--- src/rtl/mitssdd_pkg.sv ---
// Shared constants for the mitssdd hex display tile: segment table,
// pin field positions and the fixed bidirectional output-enable mask.
package mitssdd_pkg;

    // Segment patterns {g,f,e,d,c,b,a}; entry 0 sits in the low bits.
    localparam logic [15:0][6:0] SEG_LUT = {
        7'h71, 7'h79, 7'h5E, 7'h39,   // F E d C
        7'h7C, 7'h77, 7'h6F, 7'h7F,   // b A 9 8
        7'h07, 7'h7D, 7'h6D, 7'h66,   // 7 6 5 4
        7'h4F, 7'h5B, 7'h06, 7'h3F    // 3 2 1 0
    };

    // ui_in fields
    localparam int UI_DIGIT_LSB = 0;
    localparam int UI_SRC_BIT   = 4;
    localparam int UI_EN_BIT    = 5;
    localparam int UI_DIR_BIT   = 6;
    localparam int UI_DP_BIT    = 7;

    // uio_in fields
    localparam int UIO_FAST_BIT = 0;
    localparam int UIO_CLR_BIT  = 1;

    // Upper nibble of uio drives the counter value, lower nibble is input.
    localparam logic [7:0] OE_MASK = 8'hF0;

endpackage

--- src/rtl/mitssdd_hex_display_hex_to_7seg.sv ---
// Combinational hex digit to common-cathode segment decoder.
module hex_to_7seg
    import mitssdd_pkg::*;
(
    input  logic [3:0] digit_i,
    output logic [6:0] seg_o
);

    assign seg_o = SEG_LUT[digit_i];

endmodule

--- src/rtl/mitssdd_hex_display.sv ---
// TinyTapeout tile: shows a hex digit on a 7-segment display, taken either
// from the input pins or from a 4-bit up/down counter with a prescaled tick.
module mitssdd_hex_display
    import mitssdd_pkg::*;
#(
    parameter int TICK_DIV = 10_000_000,
    parameter int PRESC_W  = 24
) (
    input  logic       clk,
    input  logic       rst_n,
    input  logic       ena,
    input  logic [7:0] ui_in,
    input  logic [7:0] uio_in,
    output logic [7:0] uo_out,
    output logic [7:0] uio_out,
    output logic [7:0] uio_oe
);

    localparam logic [PRESC_W-1:0] PRESC_TOP = PRESC_W'(TICK_DIV - 1);

    logic               rst;
    logic [PRESC_W-1:0] presc_q, presc_d;
    logic [3:0]         cnt_q, cnt_d;
    logic [7:0]         uo_q, uo_d;
    logic [3:0]         digit_s;
    logic [6:0]         seg_s;
    logic               tick_s;
    logic               clr_s;
    logic               cnt_en_s;
    logic               dir_s;
    logic               fast_s;
    logic               unused_s;

    assign rst      = ~rst_n;
    assign clr_s    = uio_in[UIO_CLR_BIT];
    assign fast_s   = uio_in[UIO_FAST_BIT];
    assign cnt_en_s = ui_in[UI_EN_BIT];
    assign dir_s    = ui_in[UI_DIR_BIT];
    assign unused_s = &{1'b0, uio_in[7:2]};

    // Tick fires every clock in fast mode, else on the last prescaler phase.
    assign tick_s = fast_s | (presc_q == PRESC_TOP);

    // The display shows the counter value held before this edge's update.
    assign digit_s = ui_in[UI_SRC_BIT] ? cnt_q : ui_in[UI_DIGIT_LSB +: 4];

    hex_to_7seg u_dec (
        .digit_i (digit_s),
        .seg_o   (seg_s)
    );

    // Next-state for prescaler and counter: clear first, then enabled step.
    always_comb begin
        presc_d = presc_q;
        cnt_d   = cnt_q;
        if (clr_s) begin
            presc_d = {PRESC_W{1'b0}};
            cnt_d   = 4'h0;
        end else if (ena && cnt_en_s) begin
            if (presc_q == PRESC_TOP) begin
                presc_d = {PRESC_W{1'b0}};
            end else begin
                presc_d = presc_q + PRESC_W'(1);
            end
            if (tick_s) begin
                if (dir_s) begin
                    cnt_d = cnt_q + 4'h1;
                end else begin
                    cnt_d = cnt_q - 4'h1;
                end
            end else begin
                cnt_d = cnt_q;
            end
        end else begin
            presc_d = presc_q;
            cnt_d   = cnt_q;
        end
    end

    // Display word: decimal point on top of the decoded segments.
    always_comb begin
        uo_d = {ui_in[UI_DP_BIT], seg_s};
    end

    // State and output registers, cleared asynchronously by the tile reset.
    always_ff @(posedge clk or posedge rst) begin
        if (rst) begin
            presc_q <= {PRESC_W{1'b0}};
            cnt_q   <= 4'h0;
            uo_q    <= 8'h00;
        end else begin
            presc_q <= presc_d;
            cnt_q   <= cnt_d;
            uo_q    <= uo_d;
        end
    end

    assign uo_out  = uo_q;
    assign uio_out = {cnt_q, 4'h0};
    assign uio_oe  = OE_MASK;

endmodule

--- config.mk ---
export PLATFORM = sky130hd
export DESIGN_NAME = mitssdd_hex_display
export DESIGN_NICKNAME = d
export VERILOG_FILES = /design/src/rtl/mitssdd_pkg.sv /design/src/rtl/mitssdd_hex_display_hex_to_7seg.sv /design/src/rtl/mitssdd_hex_display.sv
export SDC_FILE = /design/constraint.sdc
export NUM_CORES = 1
export LEC_CHECK = 0
export BUFFER_PORTS_ARGS = -buffer_cell sky130_fd_sc_hd__buf_4
export CAP_MARGIN = 10
export CORE_MARGIN = 2
export CORE_UTILIZATION = 25
export DETAILED_ROUTE_END_ITERATION = 16
export GPL_TIMING_DRIVEN = 0
export PLACE_DENSITY = 0.41
export SLEW_MARGIN = 30
export SYNTH_ARGS = -nofsm -noshare
export SYNTH_HDL_FRONTEND = slang
export SYNTH_SLANG_ARGS = --single-unit
--- constraint.sdc ---
create_clock -name clk -period 3.4 [get_ports clk]
set_clock_uncertainty 0.2 [all_clocks]
set_input_delay 0.17 -clock clk [delete_from_list [all_inputs] [get_ports clk]]
set_output_delay 0.17 -clock clk [all_outputs]
set_load 0.005 [all_outputs]
==> After elaboration in Yosys (flattened, before gate mapping) <==
Memories as Yosys holds them, arrays and structs flattened. A register that Yosys moved wholly into a read port is not among the register bits.
Cells that the tools add are included.
{ "classes": {"eq_ne": 1, "add_sub_neg": 3, "magnitude_cmp": 1, "bitwise_logic": 1, "reduce_logical": 5, "n_mux": 9} }
{ "ops": {"columns": ["op", "count"], "rows": [
  ["2-to-1 mux 24 bit", 3],
  ["adder 24 x 1 -> 24 bit (second input constant)", 1],
  ["equality test 24 bit (second input constant)", 1],
  ["2-to-1 mux 4 bit", 5],
  ["2-to-1 mux 7 bit", 1],
  ["< comparator 4 x 5 -> 1 bit (second input constant)", 1],
  ["adder 4 x 1 -> 4 bit (second input constant)", 1],
  ["nonzero test 2 bit", 2],
  ["subtractor 4 x 1 -> 4 bit (second input constant)", 1],
  ["AND reduction 2 bit", 1],
  ["logical AND 1 bit", 1],
  ["logical NOT 1 bit", 1],
  ["bitwise OR 1 bit", 1]
]} }
{ "totals": {"memories": 1, "out_inout_bits": 24, "romBits": 112, "register_bits": 36, "word_cells": 24, "in_bits": 19} }
{ "memory_table": {"columns": ["memory", "words", "width", "rd", "rd_clocked_by_memory_dff", "wr", "line_no", "text"], "rows": [
  ["(no name shown)", 16, 7, 1, 1, 0, "mitssdd_hex_display_hex_to_7seg.sv:9", "assign seg_o = SEG_LUT[digit_i];"]
]} }

==> Longest topological paths before layout <==
{ "depth": {"depth_word": 5, "mapped_depth": 8, "mapped_depth_nobuf": 7} }

==> Modules after synthesis <==
Synthesis repeated with hierarchy kept, for this count alone.
{ "hier_totals": {"cells_unflattened": 259, "area_unflattened_um2": 2437.3} }
{ "by_module_without_submodules": {"columns": ["module", "area_each_um2", "seq_area_each_um2", "cells_per_inst", "instances"], "rows": [
  ["mitssdd_hex_display", 2147.1, 900.9, 226, 1],
  ["hex_to_7seg", 290.3, 0.0, 33, 1]
]} }

==> Worst setup path after synthesis <==
OpenSTA, ideal clock, no wires.
{ "synth_path": {"kind": "reg-to-reg", "start": "register presc_q[21]", "end": "register presc_q[12]", "arrival_time_ns": 1.914, "t_required_ns": 3.078, "n_path_buf": 1, "setup_ns": 0.122, "path_stages_with_launch": 7, "period_less_slack_ns": 2.235, "slack_ns": 1.165, "cell_sequence": "dfrtp_1 -> or4b_4 -> nor4_4 -> and2_1 -> buf_6 -> o21ai_1 -> a32o_1"} }
{ "synth_via": {"elab_chain_cells": 4} }
{ "synth_lines": {"columns": ["item", "line_no", "text"], "rows": [
  ["start: declaration", "mitssdd_hex_display.sv:22", "logic [PRESC_W-1:0] presc_q, presc_d;"],
  ["start signal: assignment", "mitssdd_hex_display.sv:88", "presc_q <= {PRESC_W{1'b0}};"],
  ["start signal: assignment", "mitssdd_hex_display.sv:92", "presc_q <= presc_d;"],
  ["equality test 24 bit", "mitssdd_hex_display.sv:60", "if (presc_q == PRESC_TOP) begin"],
  ["2-to-1 mux 24 bit", "mitssdd_hex_display.sv:60", null],
  ["2-to-1 mux 24 bit", "mitssdd_hex_display.sv:59", "end else if (ena && cnt_en_s) begin"],
  ["2-to-1 mux 24 bit", "mitssdd_hex_display.sv:56", "if (clr_s) begin"]
]} }
No other way between the ends. The select of a mux whose other input is x is not followed.
A chain may end at the register's enable or synchronous reset.

==> Final worst setup path <==
{ "layout_path": {"start": "register presc_q[0]", "end": "register presc_q[12]"} }
{ "layout_via": {"elab_chain_cells": 4, "word_cells_on_any_way": 5, "classes_between": "1 x add/sub; 1 x eq/ne; 3 x mux"} }
{ "layout_lines": {"columns": ["item", "line_no"], "rows": [
  ["adder 24 x 1 -> 24 bit or equality test 24 bit (tied branches)", "mitssdd_hex_display.sv:63, mitssdd_hex_display.sv:60"],
  ["2-to-1 mux 24 bit (*)", "mitssdd_hex_display.sv:60"],
  ["2-to-1 mux 24 bit (*)", "mitssdd_hex_display.sv:59"],
  ["2-to-1 mux 24 bit (*)", "mitssdd_hex_display.sv:56"]
]} }
Mark *: on every way between the ends. The rest lies on a longest branch, timed or not. The select of a mux whose other input is x is not followed.

==> results.json <==
{
  "status": "completed",
  "drtPass1Iterations": 4,
  "p_int_mw": 0.724,
  "grt_pass1_vias": 2012,
  "slowest_stage": "nor4b_2",
  "gr-total-overflow": 0,
  "worstSetupPathType": "flip-flop to flip-flop",
  "worst-r2r-cell-count": 7,
  "cpLargestDelayFamily": "simple AND/OR/NAND/NOR gates",
  "syn_to_final_growth_pct": 21.0,
  "crit_path_start": "presc_q[0]$_DFFE_PN0P_",
  "setup_viol": 0,
  "cap_viol_max_count": 0,
  "yosys_warnings": 0,
  "cts_setup_buffers": 0,
  "grt_first_pass_wirelength_um": 10200,
  "pin_count": 43,
  "regToRegStartpoint": "presc_q[0]$_DFFE_PN0P_",
  "max_freq_mhz": 375,
  "die_y_um": 102,
  "synth_area_sq_um": 2380,
  "htreeDepth": 2,
  "hold_ws_ns": 0.0332,
  "fin_cells": 429,
  "postSynthCellCount": 257,
  "drive_above_1_share": 0.200,
  "tritoncts": "yes",
  "ys_types": 50,
  "wirelength_um": 6230,
  "post-place-ws_ns": 0.726,
  "portBuffers": 23,
  "initial_utilization": 0.257,
  "drc": 0,
  "ys_ff_latch": 36,
  "die_w_um": 102,
  "drt_iter0_drc": 82,
  "seqPwrFrac": 0.465,
  "worst_slew_pin_slew_ns": 0.703,
  "crit_chain": "ha_1 > nand3_1 > nor4b_2 > and2_1 > buf_6 > o21ai_1 > a32o_1",
  "root_buffer": "clkbuf_8",
  "rows": 35,
  "ff2ff_setup_slack_ns": 0.73,
  "cellLeakagePower_nw": 1.16,
  "grt_util_all_layers": 0.127,
  "n_antenna_cell": 0,
  "startpoint_type": "flip-flop",
  "final_util": 0.311,
  "end_kind": "flip-flop",
  "antenna_found_initial": 0,
  "coreArea_sq_um": 9240,
  "cp.required_ns": 3.39,
  "setup_ws_ns": 0.731,
  "gp_congestion": 0.802,
  "fin_crit_ns": 2.67,
  "final-max-slew-violation-count": 0,
  "endpoint": "presc_q[12]$_DFFE_PN0P_",
  "r2r-end": "presc_q[12]$_DFFE_PN0P_",
  "synth_flop_cell": "dfrtp_1",
  "placed_cells_incl_taps": 419,
  "power_frac_clock": 0.392,
  "cts_made_buffers": 5,
  "synthTopCellsByArea": "dfrtp_1 (38%), a21oi_1 (5.5%), ha_1 (5.3%)",
  "fin_crit_sh": 0.785,
  "final_cell_area_sq_um": 2880,
  "routed_via_density": 4.79,
  "wl_per_cell_um": 14.5,
  "crit_fanout": 10,
  "crit_path_max_incr_delay_ns": 0.71,
  "place_hpwl_um": 4480,
  "num_vias": 2053,
  "cp_num_cells": 7,
  "power_mw": 0.969,
  "grt_max_degree": 37,
  "fin_nets": 329,
  "netSwitchingPower_mw": 0.245,
  "hold_viol_final": 0,
  "grt_setup_unrepaired": "false",
  "cts.clk_slew.worst_paths_ns": 0.08,
  "p_per_area_nw_per_um2": 337,
  "critPathBufInv": 1,
  "p_comb_frac": 0.143,
  "synth_edf_count": 0,
  "syn_area_per_cell_sq_um": 9.25,
  "synth_top_area_share": 0.379,
  "synth.largest_area_cell": "dfrtp_1",
  "swShare": 0.253,
  "async_flop_share": 1.00,
  "slew_headroom": 0.530,
  "ir_drop_mv": 0.130,
  "fp.dieArea_sq_um": 10300,
  "insertion_delay_ns": 0.29,
  "synth.yosys.seq_area_share": 0.379,
  "setup_tns_ns": 0,
  "arrival_ns": 2.66,
  "clk_path_buf_depth": 2,
  "hold_path_class": "primary input to flip-flop",
  "dpl-instance-area_sq_um": 2750,
  "postRouteAntennaNets": 0,
  "cts.sinks": 36
}
per-layer routing:
metal,vias to the layer above,GRT usage,part of all wire
met5,-,0,0
met4,0,0.0312,0.0077
met3,7,0.0214,0.030
met2,44,0.215,0.48
met1,994,0.168,0.48
li1,1008,-,-
registers in the layout, indices dropped and copies added (netlist names):
name,count
cnt_q,4
presc_q,24
uo_out,8
cell type report:
| type | count | area [sq um] |
|---|---|---|
| timing repair buffer | 25 | 193 |
| clock buffer | 6 | 72.6 |
| multi-input combinational | 199 | 1340 |
| inverter | 11 | 41.3 |
| clock inverter | 2 | 35.0 |
| buffer | 21 | 133 |
| sequential | 36 | 901 |
| tap | 129 | 161 |
| fill | 998 | 6360 |
logic make-up after synthesis:
kind of cell,Yosys count,synth area share
flip-flops,36,0.379
multiplexers,8,0.0400
AO/OA/AOI/OAI,63,0.169
adder cells (fa/ha/maj),11,0.0610
XOR/XNOR,7,0.0258
buffers and inverters,32,0.0731
other,2,0.00316
AND/OR/NAND/NOR,98,0.249
cells in the mapped netlist (all sizes together), types with 2 or more instances:
master,number
a211oi,2
a21o,4
a21oi,26
a22o,2
a22oi,5
a32o,6
a32oi,2
and2,2
buf,14
clkbuf,7
conb,2
dfrtp,36
ha,10
inv,11
mux2,2
mux2i,5
nand2,19
nand3,16
nand4,3
nand4b,3
nor2,21
nor3,9
nor4,6
nor4b,3
o21ai,14
or2,2
or3,2
or4,6
or4b,2
xnor2,4
xor2,3
worst register-to-register path: cells and delay by family, from the launching register on:
| kind | cells | cell delay [ns] |
|---|---|---|
| compound gates | 2 | 0.34 |
| fa+ha+maj | 1 | 0.23 |
| buf+inv | 1 | 0.15 |
| flops | 1 | 0.43 |
| simple gates | 3 | 1.21 |
placed cells by master (no fill, tap or decap), types with 3 or more instances in the layout:
master	count
dfrtp_1	36
buf_4	35
a21oi_1	26
nor2_1	21
nand2_1	19
nand3_1	13
conb_1	12
inv_1	10
ha_1	10
nor3_1	9
clkbuf_1	8
o21ai_0	6
or4_1	6
o21ai_1	6
a32o_1	6
mux2i_1	5
a22oi_1	5
clkbuf_8	5
a21o_1	4
xnor2_1	4
nand3_2	3
nor4_4	3
nand4b_1	3
nand4_1	3
xor2_1	3
worst min path at each step:
stage | slack [ns] | endpoint | from | cells past startpoint
finish | 0.03 | cnt_q[1]$_DFFE_PN0P_ | ui_in[6] | 3
global placement | -0.02 | presc_q[19]$_DFFE_PN0P_ | rst_n | 1
floorplan | -0.33 | cnt_q[0]$_DFFE_PN0P_ | rst_n | 0
global route | 0.04 | cnt_q[1]$_DFFE_PN0P_ | ui_in[6] | 3
CTS | 0.03 | cnt_q[1]$_DFFE_PN0P_ | ui_in[6] | 3
detailed placement | -0.02 | presc_q[19]$_DFFE_PN0P_ | rst_n | 1
timing repair:
item | CTS | global route
hold endpoints to repair | 37 | 0
hold buffers | 2 | 0
resized for setup | 0 | 0
power by group through the flow:
stage               logic, mW  clock network (mW)  registers, mW
floorplan              0.0769                   0          0.459
global placement        0.140                   0          0.459
detailed placement      0.140                   0          0.459
CTS                     0.142               0.395          0.451
global route            0.158               0.412          0.452
finish                  0.139               0.379          0.450
No activity file was read; power rests on OpenSTA's default activity.
